**config.mk**
```make
export PLATFORM = sky130hd
export DESIGN_NAME = modrm_decoder
export DESIGN_NICKNAME = d
export VERILOG_FILES = /design/src/rtl/modrm_decoder.sv
export SDC_FILE = /design/constraint.sdc
export NUM_CORES = 1
export LEC_CHECK = 0
export BUFFER_PORTS_ARGS = -buffer_cell sky130_fd_sc_hd__buf_2
export CAP_MARGIN = 20
export CORE_MARGIN = 4
export CORE_UTILIZATION = 53
export CTS_CLUSTER_SIZE = 30
export DETAILED_ROUTE_END_ITERATION = 8
export GPL_TIMING_DRIVEN = 0
export PLACE_DENSITY = 0.8
export SLEW_MARGIN = 15
export SYNTH_ARGS = -nofsm -noshare
export SYNTH_HDL_FRONTEND = slang
export SYNTH_SLANG_ARGS = --single-unit
export TNS_END_PERCENT = 20
```
**constraint.sdc**
```tcl
create_clock -name clk -period 2.3 [get_ports clk]
set_input_delay 0.115 -clock clk [delete_from_list [all_inputs] [get_ports clk]]
set_output_delay 0.115 -clock clk [all_outputs]
set_load 0.1 [all_outputs]
```
**src/rtl/modrm_decoder.sv**
```systemverilog
// ModR/M byte decoder: fetches the ModR/M byte plus 0/1/2 displacement bytes over a
// valid/ready byte stream and holds the decoded operands until acknowledged.
module modrm_decoder (
    input  logic        clk,
    input  logic        reset_n,
    input  logic        start,
    input  logic        abort,
    input  logic [7:0]  byte_in,
    input  logic        byte_valid,
    output logic        byte_ready,
    output logic        result_valid,
    input  logic        result_ack,
    output logic [1:0]  mod,
    output logic [2:0]  reg_field,
    output logic [2:0]  rm,
    output logic [15:0] displacement,
    output logic [1:0]  byte_count,
    output logic        busy
);

    typedef enum logic [2:0] {
        IDLE    = 3'd0,
        MODRM   = 3'd1,
        DISP_LO = 3'd2,
        DISP_HI = 3'd3,
        DONE    = 3'd4
    } state_t;

    state_t state, state_next;
    logic   disp_wide;   // displacement of the current decode is 16 bits
    logic   xfer;
    logic   modrm_no_disp;
    logic   modrm_wide;

    // Displacement requirement of the byte currently on the stream (valid in MODRM).
    assign modrm_no_disp = (byte_in[7:6] == 2'b11) ||
                           (byte_in[7:6] == 2'b00 && byte_in[2:0] != 3'b110);
    assign modrm_wide    = (byte_in[7:6] == 2'b10) ||
                           (byte_in[7:6] == 2'b00 && byte_in[2:0] == 3'b110);

    // NOTE: every output of this block gets a default first, so no path leaves a latch.
    always_comb begin
        state_next = state;
        byte_ready = 1'b0;
        if (!abort)
            byte_ready = (state == MODRM) || (state == DISP_LO) || (state == DISP_HI);
        xfer = byte_valid && byte_ready;

        if (abort) begin
            state_next = IDLE;
        end else begin
            case (state)
                IDLE:    if (start) state_next = MODRM;
                MODRM:   if (xfer) state_next = modrm_no_disp ? DONE : DISP_LO;
                DISP_LO: if (xfer) state_next = disp_wide ? DISP_HI : DONE;
                DISP_HI: if (xfer) state_next = DONE;
                DONE:    if (result_ack) state_next = start ? MODRM : IDLE;
                default: state_next = IDLE;
            endcase
        end
    end

    // NOTE: sequential state uses non-blocking assignments so every flop samples pre-edge values.
    always_ff @(posedge clk or negedge reset_n) begin
        if (!reset_n) begin
            state        <= IDLE;
            result_valid <= 1'b0;
            busy         <= 1'b0;
            mod          <= 2'd0;
            reg_field    <= 3'd0;
            rm           <= 3'd0;
            displacement <= 16'd0;
            byte_count   <= 2'd0;
            disp_wide    <= 1'b0;
        end else begin
            state        <= state_next;
            result_valid <= (state_next == DONE);
            busy         <= (state_next != IDLE);

            if (state_next == MODRM && (state == IDLE || state == DONE))
                displacement <= 16'd0;

            if (xfer) begin
                case (state)
                    MODRM: begin
                        mod        <= byte_in[7:6];
                        reg_field  <= byte_in[5:3];
                        rm         <= byte_in[2:0];
                        byte_count <= 2'd1;
                        disp_wide  <= modrm_wide;
                    end
                    DISP_LO: begin
                        byte_count <= 2'd2;
                        if (disp_wide)
                            displacement[7:0] <= byte_in;
                        else
                            displacement <= {{8{byte_in[7]}}, byte_in};
                    end
                    DISP_HI: begin
                        byte_count         <= 2'd3;
                        displacement[15:8] <= byte_in;
                    end
                    default: ;
                endcase
            end
        end
    end

endmodule

```
==> impl_metrics.tcl <==
set metrics [dict create \
    status "finished clean" \
    start_util_pct 55.5 \
    syn_avg_cell_area_um2 12.2 \
    period_needed_ps 1680 \
    rsz0062_at_grt "no" \
    clock_latency_ps 330 \
    num_io_pins 43 \
    critPathArrivalTime_ps 1560 \
    endpoint_kind "output port" \
    critPathMaxStageDelay_ps 450 \
    period_share_pct 73.0 \
    syn-cell-area_um2 1360 \
    cts_tree "yes" \
    postPlaceCellArea_um2 1610 \
    worstPathRequired_ps 2180 \
    reg2reg_depth 6 \
    postRouteAntennaNets 0 \
    num_rows 18 \
    synth_compound_area_share_pct 19.4 \
    yosysUniqueCellTypes 31 \
    via_per_inst 5.58 \
    synth_cells 112 \
    synth_xor_area_share_pct 0 \
    stdcell_area_um2 1680 \
    cp-start-kind "flip-flop" \
    hold_viol_final 0 \
    p_switching_mw 0.633 \
    cap_violations 0 \
    maxSlewHeadroom_pct 53.8 \
    wl_um 3110 \
    drv_slew 0 \
    gp_congestion 0.797 \
    via_count 1076 \
    cts_buffers 5 \
    setup_viol 0 \
    tightest_slew_ps 692 \
    finalSetupTns_ps 0 \
    yosys.area.top_type "dfrtp_1" \
    die-area_um2 3440 \
    cts_root_buf "clkbuf_4" \
    grt_pass1_wl_um 5240 \
    peakVddDrop_mv 0.760 \
    coreArea_um2 2450 \
    pwr-share-seq_pct 42.9 \
    power_frac_clock_pct 22.3 \
    synth_mux_area_share_pct 6.62 \
    netSwitchingFraction_pct 42.6 \
    initialDrtViolationCount 33 \
    grt_pass1_vias 1143 \
    drive_above_1_share_pct 40.5 \
    ys_warn_count 0 \
    grt_max_degree 33 \
    layout.cells.most_common "buf_2" \
    synth_top_family_by_area "compound AO/OA/AOI/OAI gates" \
    skew_ps 5.94 \
    instances_no_fill 193 \
    first_pass_iters 4 \
    dp_hpwl_um 2260 \
    ctsResizeCount 0 \
    die_w_um 58.7 \
    reg2reg_slack_ps 690 \
    antenna_found_initial 0 \
    worstPathCellList "buf_2 > nor3_2 > buf_2" \
    hold_depth 2 \
    fin_nets 176 \
    port_buffers 42 \
    cts_sinks 32 \
    critical_path_peak_fanout 10 \
    path_common_cell "buf_2" \
    synth_top_cell_area_share_pct 58.8 \
    yosys.area_share.simple_pct 12.6 \
    grt_use_total_pct 20.6 \
    synthToLayoutAreaGrowth_pct 23.6 \
    ys_seq_elements 32 \
    ys_seq_area_share_pct 58.8 \
    path_clk_slew_ps 90 \
    fmax_ghz 0.596 \
    drcViolationCount 0 \
    final_cell_mix "46 x buf_2, 32 x dfrtp_1, 10 x a22o_1" \
    drt-wirelength-per-cell_um 16.1 \
    power_density_nw_per_um2 882 \
    dp_cells 184 \
    yosys.area_share.adder_pct 0 \
    p_leak_nw 0.850 \
    slowest_stage "buf_2" \
    hp-class "input port to flip-flop" \
    htreeDepth 2 \
    clock_path_buffers 2 \
    die_h_um 58.7 \
    antenna_cells 0 \
    crit_type "flip-flop to output port" \
    syn_nets 126 \
    comb_power_share_pct 34.8 \
    grt-ovfl-total 0 \
    p_int_mw 0.852 \
    synthTopCellsByArea "dfrtp_1 59%, mux2_2 6.6%, a22o_1 6.4%, o2bb2ai_1 4.5%, a21oi_1 3.3%" \
]
-- critical path, delay by kind of cell, from the launching register on --
family                 cells  cell delay (ps)
buffers and inverters      2              630
DFF                        1              380
and+or+nand+nor            1              210
-- state kept, by name, summed over array words and instances, names as in the netlist --
register / flops
reg_field: 3
state: 3
byte_count: 2
mod: 2
disp_wide: 1
result_valid: 1
displacement: 16
busy: 1
rm: 3
-- synth_stat cells --
cell type	number
a21boi_1	2
a21oi_1	9
a22o_1	10
a32oi_1	1
and2_1	1
and3b_1	1
and4_1	1
buf_2	4
clkbuf_1	2
dfrtp_1	32
inv_1	2
mux2_2	8
nand2_1	4
nand2b_1	2
nand3_1	1
nand3b_1	1
nand4bb_2	1
nor2_1	8
nor2_2	2
nor2b_1	1
nor3_1	1
nor3_2	1
nor4b_2	1
o21ai_0	2
o21ai_1	1
o22ai_1	1
o2bb2ai_1	7
o31a_1	2
o31ai_1	1
or2_1	1
or3_1	1
-- path summary, 6_finish.rpt --
path,startpoint,to
max,state[2]$_DFF_PN0_,byte_ready
min,byte_in[3],displacement[3]$_DFF_PN0_
max reg2reg,state[0]$_DFF_PN0_,busy$_DFF_PN0_
min reg2reg,displacement[13]$_DFF_PN0_,displacement[13]$_DFF_PN0_
max in group asynchronous,reset_n,displacement[3]$_DFF_PN0_
min in group asynchronous,reset_n,busy$_DFF_PN0_
-- metal layers --
layer | GRT usage (%) | up-vias | wire length (µm)
li1 | - | 516 | -
met1 | 25.2 | 517 | 1310
met2 | 33.7 | 38 | 1560
met3 | 7.89 | 5 | 198
met4 | 6.80 | 0 | 39
met5 | 0 | - | 0
-- power by group through the flow --
stage               Combinational (mW)  Clock (mW)  Sequential, mW
detailed placement               0.517           0           0.648
global placement                 0.513           0           0.644
global route                     0.536       0.375           0.644
CTS                              0.519       0.341           0.637
floorplan                       0.0874           0           0.977
finish                           0.517       0.332           0.637
-- final cells by class --
type,count,area (µm²)
multi-input combinational,72,531
inverter,2,7.51
fill,208,772
buffer,6,27.5
timing repair buffer,43,220
tap,30,37.5
clock buffer,8,58.8
sequential,32,801
-- kinds of logic after synthesis --
group                  after synthesis
AND/OR/NAND/NOR                     28
multiplexers                         8
flip-flops                          32
AO/OA/AOI/OAI                       36
buffers and inverters                8
-- per-stage QoR --
step | utilization [%] | power, mW | hold WS [ps] | worst slack, ps
after floorplan | - | 1.06 | -181 | 112
after global placement | 65.7 | 1.16 | 187 | 724
after detailed placement | 65.7 | 1.17 | 201 | 701
after CTS | 68.6 | 1.50 | 30.2 | 598
after global routing | 68.6 | 1.56 | 40.0 | 506
final | 68.6 | 1.49 | 41.8 | 621
-- repair_timing --
item / in CTS / in global routing
buffers inserted: 0 / 0
endpoints found under the hold margin: 32 / 0
hold buffers: 1 / 0
(Power assumes the default switching activity.)
